## config.mk

```make
export PLATFORM = sky130hd
export DESIGN_NAME = alu_req_arbiter
export DESIGN_NICKNAME = d
export VERILOG_FILES = /design/src/rtl/alu_req_arbiter.sv
export SDC_FILE = /design/constraint.sdc
export NUM_CORES = 1
export LEC_CHECK = 0
export CAP_MARGIN = 25
export CORE_MARGIN = 1.5
export CORE_UTILIZATION = 25
export DETAILED_ROUTE_END_ITERATION = 7
export GPL_ROUTABILITY_DRIVEN = 0
export PLACE_DENSITY_LB_ADDON = 0.25
export SYNTH_ARGS = -nofsm -noshare
export SYNTH_HDL_FRONTEND = slang
export SYNTH_SLANG_ARGS = --single-unit
```

## constraint.sdc

```tcl
create_clock -name clk_p_i -period 0.99 [get_ports clk_p_i]
set_input_delay 0.099 -clock clk_p_i [delete_from_list [all_inputs] [get_ports clk_p_i]]
set_output_delay 0.099 -clock clk_p_i [all_outputs]
set_load 0.02 [all_outputs]
```

## src/rtl/alu_req_arbiter.sv

```systemverilog
// Two-requester round-robin front end for the shared pipelined ALU.
// A tag pipeline matched to the ALU latency routes each result back to the requester that issued it.
module alu_req_arbiter #(
    parameter int ALU_LATENCY = 2,
    parameter int DATA_W      = 8
) (
    input  logic                clk_p_i,
    input  logic                reset_p_i,
    input  logic                req0_valid_i,
    output logic                req0_ready_o,
    input  logic [DATA_W-1:0]   req0_a_i,
    input  logic [DATA_W-1:0]   req0_b_i,
    input  logic [2:0]          req0_inst_i,
    input  logic                req1_valid_i,
    output logic                req1_ready_o,
    input  logic [DATA_W-1:0]   req1_a_i,
    input  logic [DATA_W-1:0]   req1_b_i,
    input  logic [2:0]          req1_inst_i,
    output logic [DATA_W-1:0]   alu_a_o,
    output logic [DATA_W-1:0]   alu_b_o,
    output logic [2:0]          alu_inst_o,
    input  logic [2*DATA_W-1:0] alu_data_i,
    output logic                rsp0_valid_o,
    output logic                rsp1_valid_o,
    output logic [2*DATA_W-1:0] rsp_data_o,
    output logic                busy_o
);

    localparam logic [2:0] INST_NOP = 3'b111;

    logic                  rr_reg;
    logic                  grant0;
    logic                  grant1;
    logic [ALU_LATENCY-1:0] tag_valid_reg;
    logic [ALU_LATENCY-1:0] tag_id_reg;
    logic                  rsp0_valid_reg;
    logic                  rsp1_valid_reg;
    logic [2*DATA_W-1:0]   rsp_data_reg;

    // rr_reg == 0 favours requester 0 when both are valid.
    always_comb begin
        grant0 = req0_valid_i & (~req1_valid_i | ~rr_reg);
        grant1 = req1_valid_i & (~req0_valid_i |  rr_reg);
    end

    assign req0_ready_o = grant0;
    assign req1_ready_o = grant1;

    always_comb begin
        alu_a_o    = '0;
        alu_b_o    = '0;
        alu_inst_o = INST_NOP;
        if (grant0) begin
            alu_a_o    = req0_a_i;
            alu_b_o    = req0_b_i;
            alu_inst_o = req0_inst_i;
        end else if (grant1) begin
            alu_a_o    = req1_a_i;
            alu_b_o    = req1_b_i;
            alu_inst_o = req1_inst_i;
        end
    end

    always_ff @(posedge clk_p_i) begin
        if (reset_p_i) begin
            rr_reg <= 1'b0;
        end else if (grant0) begin
            rr_reg <= 1'b1;
        end else if (grant1) begin
            rr_reg <= 1'b0;
        end
    end

    always_ff @(posedge clk_p_i) begin
        if (reset_p_i) begin
            tag_valid_reg[0] <= 1'b0;
            tag_id_reg[0]    <= 1'b0;
        end else begin
            tag_valid_reg[0] <= grant0 | grant1;
            tag_id_reg[0]    <= grant1;
        end
    end

    generate
        for (genvar gi = 1; gi < ALU_LATENCY; gi++) begin : g_tag_stage
            always_ff @(posedge clk_p_i) begin
                if (reset_p_i) begin
                    tag_valid_reg[gi] <= 1'b0;
                    tag_id_reg[gi]    <= 1'b0;
                end else begin
                    tag_valid_reg[gi] <= tag_valid_reg[gi-1];
                    tag_id_reg[gi]    <= tag_id_reg[gi-1];
                end
            end
        end
    endgenerate

    // The last tag stage lines up with the ALU output register, so capture alu_data_i now.
    always_ff @(posedge clk_p_i) begin
        if (reset_p_i) begin
            rsp0_valid_reg <= 1'b0;
            rsp1_valid_reg <= 1'b0;
            rsp_data_reg   <= '0;
        end else if (tag_valid_reg[ALU_LATENCY-1]) begin
            rsp0_valid_reg <= ~tag_id_reg[ALU_LATENCY-1];
            rsp1_valid_reg <=  tag_id_reg[ALU_LATENCY-1];
            rsp_data_reg   <= alu_data_i;
        end else begin
            rsp0_valid_reg <= 1'b0;
            rsp1_valid_reg <= 1'b0;
        end
    end

    assign rsp0_valid_o = rsp0_valid_reg;
    assign rsp1_valid_o = rsp1_valid_reg;
    assign rsp_data_o   = rsp_data_reg;
    assign busy_o       = (|tag_valid_reg) | rsp0_valid_reg | rsp1_valid_reg;

endmodule

```

Yosys cells after proc, flatten, opt, wreduce, memory -nomap -nowiden
Cells that the tools add are included.

Bits in registers: 23. Bits in latches: 0. Bits in writable memories: 0. ROM bits: 0. Bits of input ports: 58. Memories: 0.

Add/subtract/negate cells: 0. Multiply operators: 0. Divide/modulo/power cells: 0. $lt $le $gt $ge: 0. Eq/ne operators: 0. Shift operators: 0. Mux-type cells: 8. Bitwise gates (word level): 12. Reductions and logical operators: 3.

Operators with widths (number): $mux 8 (4); $mux 3 (2); $not 1->1 (5); $or 1x1->1 (5); $reduce_or 2->1 (2); $and 1x1->1 (2); $mux 1 (2); $reduce_bool 2->1 (1).

Longest topological paths before layout
Gate-level depths: netlist of run 1.

Depth after elaboration: 5. Depth in mapped cells: 4. Mapped depth without buffers: 2.

Least setup slack after synthesis of run 1
OpenSTA, ideal clock, no wires.

Path type: reg-to-output. Start: register rr_reg. End: output alu_inst_o[0]. Arrival: 1.050 ns. Data required time: 0.891 ns. Slack: -0.159 ns. Cell stages (with the launch flop): 4. Path buffers: 1. Cell sequence: dfxtp_1 nand2b_1 buf_2 a32oi_1.

Longest elaborated chain between the ends: 4. Elaborated cells between the ends (all ways): 7.

Ends and longest elaborated chain: start: declaration (line 31) `logic rr_reg;`; start signal: assignment (line 66) `rr_reg <= 1'b0;`; start signal: assignment (line 68) `rr_reg <= 1'b1;`; start signal: assignment (line 70) `rr_reg <= 1'b0;`; $or 1x1->1 / $not 1->1 (equally long branches) (line 43, 42); $and 1x1->1 / $or 1x1->1 (equally long branches) (line 43, 42); $mux 3 / $and 1x1->1 (equally long branches) (line 57, 42); $mux 3 * (line 53) `if (grant0) begin`; end: declaration (line 21) `output logic [2:0] alu_inst_o,`.

Mark *: on every way between the ends. The rest lies on a longest branch, timed or not.

Worst setup path after layout of run 1
Start: register rr_reg. End: output alu_b_o[4].

Longest elaborated chain between the ends: 4. Elaborated cells between the ends (all ways): 7.

Ends and longest elaborated chain: $or 1x1->1 / $not 1->1 (equally long branches) (line 43, 42); $and 1x1->1 / $or 1x1->1 (equally long branches) (line 43, 42); $mux 8 / $and 1x1->1 (equally long branches) (line 57, 42); $mux 8 * (line 53); end: declaration (line 20) `output logic [DATA_W-1:0] alu_b_o,`.

Marked as above.

==> run_results.csv, run 1 <==
group,metric,value,unit
setup_path,timing.rr.start,"rr_reg$_SDFFE_PP0P_",
yosys,netlist.area_leader.share,44.61,%
detailed_routing,initialDrtViolationCount,38,
global_routing,gr-total-overflow,0,
yosys,netlist_top_cells_count,"dfxtp_1, nor2_1, a32o_1, mux2i_1, inv_1",
yosys,synth-seq-area-share,44.61,%
finish,diodes,0,
finish,nets,268,
finish,drive_gt1_share,40.19,%
sta,rsz0062_at_grt,"true",
detailed_routing,vias,1249,
setup_path,ff2ff_path_depth,3,
setup_path,cp_max_fo,5,
setup_path,critPathRequiredTime,890,ps
setup_path,arrival,1330,ps
detailed_routing,drtAntennaViolNets,0,
setup_path,crit_top_cell,"buf_6",
global_routing,grt_max_degree,19,
detailed_routing,avgRoutedWirePerCell,14.15,um
floorplanning,die_h,67.26,um
yosys,yosys_register_bits,23,
placed_design,portBuffers,97,
yosys,syn_inst,103,
sta,finalCritPeriodShare,144.3,%
sta,hold_viol,0,
sta,period_needed,1429,ps
global_routing,grt_pass1_wl,5823,um
yosys,yosysMostFrequentCell,"dfxtp_1",
sta,fmax,699.9,MHz
global_routing,antenna_found_initial,0,
yosys,synthDistinctLibCells,18,
hold_path,min_path_cells,1,
pwr,ir_worst_vdd,0.0005899,V
setup_path,reg2reg_setup_slack,30,ps
floorplanning,fp.dieW,67.26,um
yosys,synth-edff-count,0,
floorplanning,core_area,0.003971,mm^2
detailed_routing,vias_per_cell,4.822,
sta,fin_setup_tns,-8302,ps
sta,layout_setup_ws,-438.9,ps
cts,cts.htree.levels,1,
cts,cts_tree,"built",
yosys,synth.avg_cell_area,10.02,um^2
pwr,p_per_area,1086,mW/mm^2
placed_design,dp_slack,-936.1,ps
cts,cts_hold_buf,0,
setup_path,path_delay_family,"buffers and inverters",
setup_path,cp-end-kind,"output pin",
hold_path,hold_path_class,"reg -> reg",
hold_path,min_to,"rsp0_valid_o$_SDFF_PP0_",
detailed_routing,finalWirelength,3666,um
cts,clk_pin_slew_worst_paths,70,ps
floorplanning,num_rows,23,
yosys,yosysWarnings,0,
sta,relSlewSlack,74.48,%
sta,skew,2.674,ps
floorplanning,top_level_ports,98,
floorplanning,floorplan.initialDensity,25.99,%
detailed_routing,drt_first_pass_iters,3,
hold_path,min-delay-start,"tag_id_reg[1]$_SDFF_PP0_",
outcome,violations,"negative setup slack",
detailed_routing,drc,0,
setup_path,critPathBufInv,3,
setup_path,critPathSlowestCell,"dfxtp_4",
sta,tightest_slew,382.8,ps
yosys,async_reset_ff_share,0,%
cts,cts_buffers,3,
cts,cts_num_sinks,23,
global_routing,grt.total_usage,17.31,%
pwr,p_leak,1.032,nW
yosys,yosys.area.top_type,"dfxtp_1",
setup_path,reg2reg_to,"tag_id_reg[0]$_SDFF_PP0_",
floorplanning,die-area,0.004523,mm^2
finish,largest_register_ffs,16,
placed_design,dpl.hpwl,2775,um
setup_path,start_kind,"flop",
cts,cts_buffer_depth,2,
outcome,status,"complete, but fails checks",
setup_path,path_class,"reg -> out",
setup_path,crit_path_max_incr_delay,380,ps
setup_path,worstPathCellList,"a21boi_4, buf_6, buf_16, a32o_2, buf_6",
run,drv_cap,0,
setup_path,startpoint,"rr_reg$_SDFFE_PP0P_",
sta,hold-worst-slack,415.7,ps
yosys,synth_nets,161,
yosys,synthesis.area,0.001032,mm^2
yosys,ys.flop_type,"dfxtp_1",
cts,clock_latency,260,ps
global_routing,grt_pass1_vias,1272,
finish,area_growth,124.0,%
cts,root_buffer,"clkbuf_8",
yosys,synth.area.top_cells,"dfxtp_1, a32o_1, mux2i_1",
sta,drv_slew,0,
sta,setup_viol,22,
## cell families after synthesis
kind of cell | Yosys count | synth area share [%]
simple gates | 27 | 13.09
flops | 23 | 44.61
mux | 16 | 15.51
compound gates | 21 | 19.27
buf+inv | 16 | 7.515
## final cells by class
| cell class | instances | area (um^2) |
|---|---|---|
| sequential | 23 | 467.9 |
| timing repair buffer | 110 | 1097 |
| fill | 330 | 1659 |
| multi-input combinational | 66 | 616.8 |
| clock buffer | 4 | 45.04 |
| tap | 50 | 62.56 |
| inverter | 6 | 22.52 |
## worst max-delay path by stage
| stage | endpoint | cells past startpoint | slack [ps] |
|---|---|---|---|
| after floorplan | busy_o | 2 | -90 |
| after global placement | alu_b_o[6] | 5 | -920 |
| after detailed placement | alu_b_o[6] | 5 | -940 |
| after CTS | alu_b_o[6] | 5 | -450 |
| after global routing | alu_b_o[4] | 5 | -480 |
| final | alu_b_o[4] | 5 | -440 |
## power breakdown
| group | switching (mW) | internal, mW | leakage (nW) |
|---|---|---|---|
| Combinational | 0.396 | 0.570 | 0.819 |
| Clock | 0.264 | 0.286 | 0.0228 |
| Sequential | 0.0251 | 0.968 | 0.190 |
## routing by layer
metal / GRT usage, % / wire length, um / vias up
met5: 0 / 0 / -
met3: 3.500 / 266 / 4
li1: - / - / 593
met4: 7.653 / 63 / 0
met2: 33.66 / 2048 / 60
met1: 17.55 / 1288 / 592
## layout by cell type, fill, tap and decap left out, types with 2 or more instances in the layout
| master | netlist | routed |
|---|---|---|
| buf_6 | 1 | 23 |
| nor2_1 | 18 | 18 |
| a32o_2 | 0 | 16 |
| nor2b_1 | 2 | 2 |
| mux2i_1 | 16 | 16 |
| dfxtp_1 | 23 | 19 |
| buf_4 | 1 | 7 |
| inv_1 | 6 | 6 |
| buf_16 | 0 | 2 |
| clkdlybuf4s15_2 | 0 | 5 |
| clkbuf_8 | 0 | 3 |
| clkdlybuf4s50_1 | 0 | 55 |
| buf_2 | 5 | 12 |
| and3b_1 | 2 | 2 |
| a32oi_4 | 0 | 3 |
| clkbuf_2 | 0 | 2 |
| dfxtp_2 | 0 | 3 |
| nand2b_4 | 0 | 3 |
## per-stage QoR
stage	area, um^2	total power, mW	utilization (%)	cells
after global routing	2312	2.646	58.22	259
after global placement	2183	1.899	54.98	250
after floorplan	1129	1.418	-	103
after CTS	2381	2.557	59.96	260
after detailed placement	2183	1.913	54.98	250
final	2312	2.510	58.22	259
## repair_timing
item                                    CTS  global route
buffers inserted                          2             0
endpoints found under the setup margin   58            51
gates resized for setup                 199            18
cloned                                    4             0
pin swaps                                 5             5
(Power assumes the default switching activity.)
==> inputs of run 2 (changes only) <==
- SETUP_SLACK_MARGIN: unset -> 0.02
==> run_results.csv, run 2 (synthesized netlist as in run 1, its figures left out) <==
group,metric,value,unit
finish,largest_register_ffs,16,
setup_path,cp-end-kind,"output pin",
setup_path,reg2reg_setup_slack,-10,ps
detailed_routing,initialDrtViolationCount,26,
run,drv_cap,0,
placed_design,dpl.hpwl,2844,um
detailed_routing,drtAntennaViolNets,0,
setup_path,critPathRequiredTime,890,ps
placed_design,portBuffers,97,
finish,mostFrequentLayoutCell,"clkdlybuf4s50_1",
sta,fmax,738.8,MHz
floorplanning,top_level_ports,98,
setup_path,arrival,1250,ps
finish,final_cell_mix,"clkdlybuf4s50_1, buf_6, dfxtp_1",
global_routing,grt_pass1_wl,5920,um
detailed_routing,vias,1263,
floorplanning,die_h,67.26,um
global_routing,grt_pass1_vias,1337,
global_routing,grt.total_usage,17.44,%
sta,tightest_slew,350.2,ps
detailed_routing,finalWirelength,3909,um
floorplanning,fp.dieW,67.26,um
hold_path,min-delay-start,"tag_id_reg[1]$_SDFF_PP0_",
cts,clock_latency,260,ps
pwr,ir_worst_vdd,0.0004505,V
pwr,p_per_area,1074,mW/mm^2
setup_path,start_kind,"flop",
floorplanning,floorplan.initialDensity,25.99,%
sta,relSlewSlack,76.65,%
placed_design,dp_slack,-917.4,ps
cts,cts_num_sinks,23,
sta,drv_slew,0,
detailed_routing,avgRoutedWirePerCell,14.92,um
floorplanning,core_area,0.003971,mm^2
pwr,p_leak,1.058,nW
setup_path,path_class,"reg -> out",
setup_path,cp_max_fo,2,
detailed_routing,drt_first_pass_iters,4,
global_routing,grt_max_degree,13,
detailed_routing,vias_per_cell,4.821,
outcome,status,"complete, but fails checks",
cts,cts.htree.levels,1,
setup_path,timing.rr.start,"tag_valid_reg[1]$_SDFF_PP0_",
finish,area_growth,129.1,%
finish,diodes,0,
sta,hold_viol,0,
cts,clk_pin_slew_worst_paths,80,ps
global_routing,antenna_found_initial,0,
sta,skew,10.46,ps
outcome,violations,"negative setup slack",
sta,rsz0062_at_grt,"true",
cts,cts_tree,"built",
finish,drive_gt1_share,41.51,%
global_routing,gr-total-overflow,0,
sta,period_needed,1354,ps
finish,nets,271,
cts,cts_buffers,3,
finish,fin_util,59.55,%
setup_path,startpoint,"tag_valid_reg[1]$_SDFF_PP0_",
detailed_routing,drc,0,
sta,layout_setup_ws,-363.6,ps
floorplanning,num_rows,23,
cts,root_buffer,"clkbuf_8",
cts,cts_buffer_depth,2,
floorplanning,die-area,0.004523,mm^2
sta,setup_viol,23,
sta,finalCritPeriodShare,136.7,%
cts,cts_hold_buf,0,
hold_path,hold_path_class,"reg -> reg",
[run 2: timing repair]
action | in CTS | in global routing
endpoints found under the setup margin | 58 | 46
gates resized for setup | 212 | 16
gates cloned | 5 | 2
pin swaps | 2 | 7
setup buffers | 4 | 2
[run 2: path summary, 6_finish.rpt]
check	endpoint	cells after the start
max	busy_o	2
min	rsp0_valid_o$_SDFF_PP0_	1
max reg2reg	rsp_data_o[14]$_SDFFE_PP0P_	4
min reg2reg	rsp0_valid_o$_SDFF_PP0_	1
[run 2: cell type report]
cell class              count  area, um^2
multi-input cells          66       633.1
flip-flops and latches     23       469.2
clock buffers               4       45.04
inverters                   6       22.52
fillers                   328        1607
repair buffers            113        1132
well taps                  50       62.56
[run 2: metal layers]
metal  vias to the layer above  track usage (%)  part of all wire, %
li1                        602                -                    -
met2                        68            33.54                   57
met5                         -                0                    0
met3                         8            2.667                  5.6
met4                         0            9.694                  3.3
met1                       585            17.73                   34
[run 2: report_power, final]
part | switching [mW] | internal, mW | leakage [nW] | total [mW]
logic | 0.407 | 0.583 | 0.845 | 0.991
registers | 0.0264 | 0.966 | 0.190 | 0.992
clock network | 0.271 | 0.286 | 0.0228 | 0.557
total | 0.705 | 1.84 | 1.06 | 2.54
[run 2: critical path: stages (launching register included)]
cell and delay, ps:
dfxtp_4 350, or4_4 510, buf_6 150
[run 2: stage by stage]
| step | power [mW] | hold slack, ps | TNS (ps) | cell area (um^2) | cells |
|---|---|---|---|---|---|
| 2_1_floorplan | 1.424 | 170.6 | -91.06 | 1137 | 103 |
| 3_3_place_gp | 1.897 | 396.8 | -20180 | 2186 | 250 |
| 3_5_place_dp | 1.916 | 405.7 | -21280 | 2186 | 250 |
| 4_1_cts | 2.582 | 425.6 | -9020 | 2416 | 263 |
| 5_1_grt | 2.658 | 465.2 | -8430 | 2365 | 262 |
| 6_report | 2.540 | 426.5 | -7232 | 2365 | 262 |
